[src/rtl/avmm_pio_responder.sv]
// Purpose: Avalon-MM PIO responder that drives the LEDs, debounces the mode switches, latches their edges and raises a maskable irq.
// Latency: read data arrives 1 cycle after avs_read. A pin change is accepted into INPUT 2+DEBOUNCE_CYCLES edges after it settles. irq follows one edge later.
// Backpressure: none. There are no wait states, and every read and write is accepted in the cycle it is presented.
//
// Ports:
//   clk, reset          - system clock; synchronous active-high reset
//   avs_address         - word address: 0 INPUT (RO), 1 LED (RW), 2 IRQ_MASK (RW), 3 EDGE_CAPTURE (W1C)
//   avs_read/avs_write  - single-cycle access strobes; avs_writedata carries write data
//   avs_readdata        - read data, qualified by the avs_readdatavalid pulse; holds between reads
//   irq                 - level interrupt, |(EDGE_CAPTURE & IRQ_MASK), registered
//   mode                - asynchronous switch pins
//   q                   - LED drive, taken straight from the LED register
module avmm_pio_responder #(
  parameter int DEBOUNCE_CYCLES = 50000,
  parameter int LED_WIDTH       = 8,
  parameter int IN_WIDTH        = 2
) (
  input  logic                 clk,
  input  logic                 reset,
  input  logic [1:0]           avs_address,
  input  logic                 avs_read,
  input  logic                 avs_write,
  input  logic [31:0]          avs_writedata,
  output logic [31:0]          avs_readdata,
  output logic                 avs_readdatavalid,
  output logic                 irq,
  input  logic [IN_WIDTH-1:0]  mode,
  output logic [LED_WIDTH-1:0] q
);

  localparam int CNT_W = (DEBOUNCE_CYCLES > 1) ? $clog2(DEBOUNCE_CYCLES) : 1;
  localparam logic [CNT_W-1:0] CNT_MAX = CNT_W'(DEBOUNCE_CYCLES - 1);

  localparam logic [1:0] ADDR_INPUT = 2'd0;
  localparam logic [1:0] ADDR_LED   = 2'd1;
  localparam logic [1:0] ADDR_MASK  = 2'd2;
  localparam logic [1:0] ADDR_EDGE  = 2'd3;

  logic [IN_WIDTH-1:0]            sync1;
  logic [IN_WIDTH-1:0]            s;
  logic [IN_WIDTH-1:0]            deb;
  logic [IN_WIDTH-1:0][CNT_W-1:0] cnt;
  logic [IN_WIDTH-1:0]            accept;
  logic [IN_WIDTH-1:0]            edge_cap;
  logic [IN_WIDTH-1:0]            irq_mask;
  logic [IN_WIDTH-1:0]            w1c;
  logic [LED_WIDTH-1:0]           led;
  logic [31:0]                    rd_mux;
  logic                           wr_led;
  logic                           wr_mask;
  logic                           wr_edge;

  // Write-data bits above the register widths are don't-care.
  logic unused_wdata;
  assign unused_wdata = ^avs_writedata;

  assign wr_led  = avs_write && (avs_address == ADDR_LED);
  assign wr_mask = avs_write && (avs_address == ADDR_MASK);
  assign wr_edge = avs_write && (avs_address == ADDR_EDGE);
  assign w1c     = wr_edge ? avs_writedata[IN_WIDTH-1:0] : '0;
  assign q       = led;

  // A bit is accepted on the edge where its counter has already seen DEBOUNCE_CYCLES-1 mismatching cycles and the mismatch is still present.
  always_comb begin
    accept = '0;
    for (int i = 0; i < IN_WIDTH; i++) begin
      accept[i] = (s[i] != deb[i]) && (cnt[i] == CNT_MAX);
    end
  end

  // The read mux uses the current register contents, so a read paired with a write returns the pre-write value.
  always_comb begin
    rd_mux = '0;
    case (avs_address)
      ADDR_INPUT: rd_mux[IN_WIDTH-1:0]  = deb;
      ADDR_LED:   rd_mux[LED_WIDTH-1:0] = led;
      ADDR_MASK:  rd_mux[IN_WIDTH-1:0]  = irq_mask;
      ADDR_EDGE:  rd_mux[IN_WIDTH-1:0]  = edge_cap;
      default:    rd_mux = '0;
    endcase
  end

  always_ff @(posedge clk) begin
    if (reset) begin
      sync1             <= '0;
      s                 <= '0;
      deb               <= '0;
      cnt               <= '0;
      edge_cap          <= '0;
      irq_mask          <= '0;
      led               <= '0;
      irq               <= 1'b0;
      avs_readdata      <= '0;
      avs_readdatavalid <= 1'b0;
    end else begin
      sync1 <= mode;
      s     <= sync1;

      for (int i = 0; i < IN_WIDTH; i++) begin
        if (s[i] == deb[i]) begin
          cnt[i] <= '0;
        end else if (accept[i]) begin
          cnt[i] <= '0;
          deb[i] <= s[i];
        end else begin
          cnt[i] <= cnt[i] + CNT_W'(1);
        end
      end

      // A new edge overrides a simultaneous clear of the same bit.
      edge_cap <= (edge_cap & ~w1c) | accept;

      // irq is built from registered state, so it lags capture or mask changes by one edge.
      irq <= |(edge_cap & irq_mask);

      if (wr_led) begin
        led <= avs_writedata[LED_WIDTH-1:0];
      end
      if (wr_mask) begin
        irq_mask <= avs_writedata[IN_WIDTH-1:0];
      end

      avs_readdatavalid <= avs_read;
      if (avs_read) begin
        avs_readdata <= rd_mux;
      end
    end
  end

endmodule

[config.mk]
export PLATFORM = sky130hd
export DESIGN_NAME = avmm_pio_responder
export DESIGN_NICKNAME = d
export VERILOG_FILES = /design/src/rtl/avmm_pio_responder.sv
export SDC_FILE = /design/constraint.sdc
export NUM_CORES = 1
export LEC_CHECK = 0
export BUFFER_PORTS_ARGS = -buffer_cell sky130_fd_sc_hd__buf_2
export CAP_MARGIN = 10
export CORE_ASPECT_RATIO = 1.1
export CORE_MARGIN = 3
export CORE_UTILIZATION = 55
export CTS_CLUSTER_DIAMETER = 30
export DETAILED_ROUTE_END_ITERATION = 8
export HOLD_SLACK_MARGIN = 0.02
export PLACE_DENSITY = 0.84
export SETUP_SLACK_MARGIN = 0.02
export SKIP_LAST_GASP = 1
export SLEW_MARGIN = 20
export SYNTH_ARGS = -nofsm -noshare
export SYNTH_HDL_FRONTEND = slang
export SYNTH_SLANG_ARGS = --single-unit
[constraint.sdc]
create_clock -name clk -period 5.5 [get_ports clk]
set_clock_uncertainty 0.15 [all_clocks]
set_input_delay 0.825 -clock clk [delete_from_list [all_inputs] [get_ports clk]]
set_output_delay 0.825 -clock clk [all_outputs]
set_load 0.01 [all_outputs]
### Word level (Yosys, flattened, before mapping)

Cells that the tools add are included.

* add/subtract/negate cells: 2
* reduce and logical (&&, ||, !) cells: 11
* multiply operators: 0
* div/mod/pow operators: 0
* equal/unequal tests: 9
* magnitude comparators: 0
* shifts and indexed selects: 0
* muxes and demuxes: 3
* bitwise gates (word level): 6

Operators by type and width (number)
* $add A16 B1 Y16 const B: 2
* $eq A16 B16 Y1 const B: 2
* $pmux W2 S4: 1
* $mux W6: 1
* $reduce_or A3 Y1: 2
* $logic_and A1 B1 Y1: 5
* $and A2 B2 Y2: 2
* $eq A2 B2 Y1 const B: 2
* $reduce_and A2 Y1: 2
* $eq A1 B1 Y1: 2
* $eq A2 B1 Y1 const B: 1
* $logic_not A2 Y1: 1
* $mux W2: 1
* $ne A1 B1 Y1: 2
* $not A1 Y1: 2
* $not A2 Y2: 1
* $or A2 B2 Y2: 1
* $reduce_or A2 Y1: 1

* ROM bits: 0
* memory bits (writable): 0
* flip-flop bits (word level): 60
* bits of input ports: 40
* latch bits: 0
* logic and storage cells: 43
* memories kept: 0

### Depth between registers and ports, before layout

* word-level depth: 6
* gate-level depth with buffers: 7
* gate-level depth less buffers: 5

### Worst setup path before layout

OpenSTA, ideal clock, no wires.

* path kind: flip-flop to flip-flop
* start: register cnt[29] (netlist name)
* end: register cnt[23] (netlist name)
* period minus slack after synthesis: 1.856 ns
* buffers on the path: 2
* cell stages (with the launch flop): 7
* arrival time: 1.591 ns
* setup slack: 3.644 ns
* cell sequence: dfxtp_1 or4b_1 nor4_2 or3b_1 buf_4 buf_6 nor2_1

* cells in the longest elaborated chain, start to end: 3

RTL lines
* from (decl): line 42 `logic [IN_WIDTH-1:0][CNT_W-1:0] cnt;`
* from (signal, indexed assignment): line 106 `cnt[i] <= cnt[i] + CNT_W'(1);`
* $eq A16 B16 Y1: line 67 `accept[i] = (s[i] != deb[i]) && (cnt[i] == CNT_MAX);`
* $logic_and A1 B1 Y1: line 67
* $reduce_or A3 Y1 (no source line)

Every way passes these cells.
A chain may end at the register's enable or synchronous reset.

### Worst setup path in the final report

* start: input port avs_address[0]
* end: register led[4] (netlist: q[4])

* cells in the longest elaborated chain, start to end: 2

RTL lines
* from (decl): line 20 `input logic [1:0] avs_address,`
* $eq A2 B1 Y1: line 57 `assign wr_led = avs_write && (avs_address == ADDR_LED);`
* $logic_and A1 B1 Y1: line 57
* to (signal assigned): line 117 `led <= avs_writedata[LED_WIDTH-1:0];`
* to (decl): line 47 `logic [LED_WIDTH-1:0] led;`

Every way passes these cells.

==> flow_metrics.env <==
export IMPL_status="complete, no violations"
export IMPL_ys_top_cells_by_count="dfxtp_1 (60), nor2_1 (49), buf_4 (26), xnor2_1 (26), nand3_1 (24)"
export IMPL_fillers=375
export IMPL_cp_required_ns=5.55
export IMPL_dieWidth_um=72.1
export IMPL_coreArea_mm2=0.00447
export IMPL_synthArstFlopShare_pct=0
export IMPL_setup_slack_ns=3.16
export IMPL_max_freq_mhz=428
export IMPL_ir_drop_mv=0.196
export IMPL_r2r_start="cnt[16]$_SDFF_PP0_"
export IMPL_drive_gt1_share_pct=15.5
export IMPL_drtPass1Iterations=4
export IMPL_leakagePower_nw=1.03
export IMPL_cts_resized=0
export IMPL_use_met3_pct=4.81
export IMPL_cts_tree="yes"
export IMPL_post_cts_buffers=0
export IMPL_crit_slowest_cell="nor2b_1"
export IMPL_grt_use_total_pct=18.5
export IMPL_synth_flop_cell="dfxtp_1"
export IMPL_placed_cell_area_mm2=0.00273
export IMPL_p_per_area_mw_per_mm2=278
export IMPL_grt_overflow=0
export IMPL_total_power_mw=0.800
export IMPL_multiInputGateArea_mm2=0.00126
export IMPL_setup_tns_ns=0
export IMPL_drv_slew=0
export IMPL_hold_violations=0
export IMPL_drtIter0Drc=105
export IMPL_cp_start_kind="input port"
export IMPL_yosys_warnings=0
export IMPL_io_buffers=33
export IMPL_grt_pass1_vias=1857
export IMPL_grt_start_max_net_pins=31
export IMPL_fin_hold_ws_ns=0.302
export IMPL_clockRootBuffer="clkbuf_8"
export IMPL_finalInstanceArea_mm2=0.00288
export IMPL_fin_crit_sh_pct=42.5
export IMPL_clk_latency_ns=0.33
export IMPL_cts_sink_count=60
export IMPL_hold_path_class="reg2reg"
export IMPL_die_height_um=78.8
export IMPL_syn_area_per_cell_um2=9.03
export IMPL_cp_end_kind="flip-flop"
export IMPL_syn_instance_count=293
export IMPL_synth_seq_cells=60
export IMPL_antenna_found_initial=0
export IMPL_final_core_util_pct=64.4
export IMPL_htree_num_levels=3
export IMPL_ff_latch_area_mm2=0.00120
export IMPL_ctsHoldBuffers=0
export IMPL_worst_pin_slew_ns=0.989
export IMPL_cts_path_max_buffers=2
export IMPL_drc=0
export IMPL_cpPeakStageDelay_ns=0.79
export IMPL_hold_path_startpoint="sync1[1]$_SDFF_PP0_"
export IMPL_path_class="in2reg"
export IMPL_std_cell_rows=25
export IMPL_io_pins=82
export IMPL_yosys_area_top_type="dfxtp_1"
export IMPL_cts_clk_slew_worst_paths_ns=0.06
export IMPL_dieArea_mm2=0.00568
export IMPL_arrival_ns=2.39
export IMPL_synth_edf_count=0
export IMPL_use_met2_pct=28.7
export IMPL_placed_cells=369
export IMPL_nets=368
export IMPL_antenna_left=0
export IMPL_maxSlewHeadroom_pct=33.9
export IMPL_rsz0062_at_grt="no"
export IMPL_via_count=1980
export IMPL_dp_worst_setup_slack_ns=2.82
export IMPL_initial_core_util_pct=59.2
export IMPL_drv_cap=0
export IMPL_routabilityCongestion=0.838
export IMPL_wl_mm=4.52
export IMPL_finalSetupViolations=0
export IMPL_synth_area_leaders="dfxtp_1 (45%), xnor2_1 (8.6%), buf_4 (7.4%), nor2_1 (7.0%), nand3_1 (4.5%)"
export IMPL_yosysMostFrequentCell="dfxtp_1"
export IMPL_diodes=0
export IMPL_r2r_setup_slack_ns=3.25
export IMPL_netlist_area_leader_share_pct=45.4
export IMPL_post_drt_wl_per_cell_um=11.8
export IMPL_netlist_area_mm2=0.00265
export IMPL_hpwl_mm=3.15
export IMPL_crit_start="avs_address[0]"
export IMPL_grt_pass1_wl_mm=8.16
export IMPL_ys_seq_area_share_pct=45.4
export IMPL_final_instance_count_excl_fill=383
export IMPL_worstPathCellList="buf_2, nor2b_1, nand2_1, nand2_1, a21oi_1"
export IMPL_fin_crit_ns=2.34
export IMPL_critPathMaxFanout=15
export IMPL_viasPerCell=5.17
export IMPL_cts_made_buffers=9
export IMPL_synth_cell_types=31
export IMPL_syn_to_final_growth_pct=8.89
export IMPL_crit_top_cell="nand2_1"
export IMPL_grt_most_used_layer="met2"
export IMPL_use_met1_pct=22.6
## flip-flops by register name, summed over array words and instances, names as in the netlist
| name | flops |
|---|---|
| cnt | 32 |
| edge_cap | 2 |
| sync1 | 2 |
| avs_readdatavalid | 1 |
| avs_readdata | 8 |
| q | 8 |
| deb | 2 |
| irq_mask | 2 |
| irq | 1 |
| s | 2 |
## per-layer routing
layer / up-vias / share of wire, % / wire length, um
met3: 9 / 5.4 / 243
met4: 0 / 2.3 / 106
met1: 920 / 45 / 2040
li1: 1001 / - / -
met5: - / 0 / 0
met2: 50 / 47 / 2130
## report_power, final
group | leakage, nW | internal, mW | total, mW | switching, mW
Combinational | 0.459 | 0.0119 | 0.0373 | 0.0254
Sequential | 0.485 | 0.440 | 0.443 | 0.00294
Clock | 0.0848 | 0.168 | 0.320 | 0.152
## cell families (layout without fill, tap and decap cells)
logic type / after synthesis / after routing / synth area share [%]
simple gates: 133 / 133 / 25.9
flops: 60 / 60 / 45.4
buf+inv: 42 / 55 / 10.2
xor+xnor: 30 / 30 / 9.93
compound gates: 17 / 17 / 3.50
mux: 8 / 8 / 3.97
fa+ha+maj: 2 / 2 / 0.945
other cells: 1 / 24 / 0.142
## critical path, delay by kind of cell
family	cells	cell delay, ns
compound gates	1	0.07
buf+inv	1	0.13
simple gates	3	1.35
## final cells by class
class,count,area share [%]
Multi-Input combinational cell,214,43.8
Sequential cell,60,41.7
Timing Repair Buffer,33,5.73
Clock buffer,11,4.91
Tap cell,54,2.34
Inverter,8,1.04
Clock inverter,3,0.521
## placed cells by master, fill, tap and decap left out, types with 8 or more instances in the layout
cell type and count:
nand4_1 8, nor2_1 49, nand2_1 15, conb_1 24, nor3_1 8, dfxtp_1 60
clkbuf_8 10, xnor2_1 26, nand3_1 24, buf_2 33, a21oi_1 14, inv_1 8
## worst paths after layout
path / to / cells after the start
worst min-delay path: s[1]$_SDFF_PP0_ / 1
worst max-delay path: q[4]$_SDFFE_PP0P_ / 5
worst min register to register: s[1]$_SDFF_PP0_ / 1
worst max register to register: cnt[18]$_SDFF_PP0_ / 5
(Power assumes the default switching activity.)
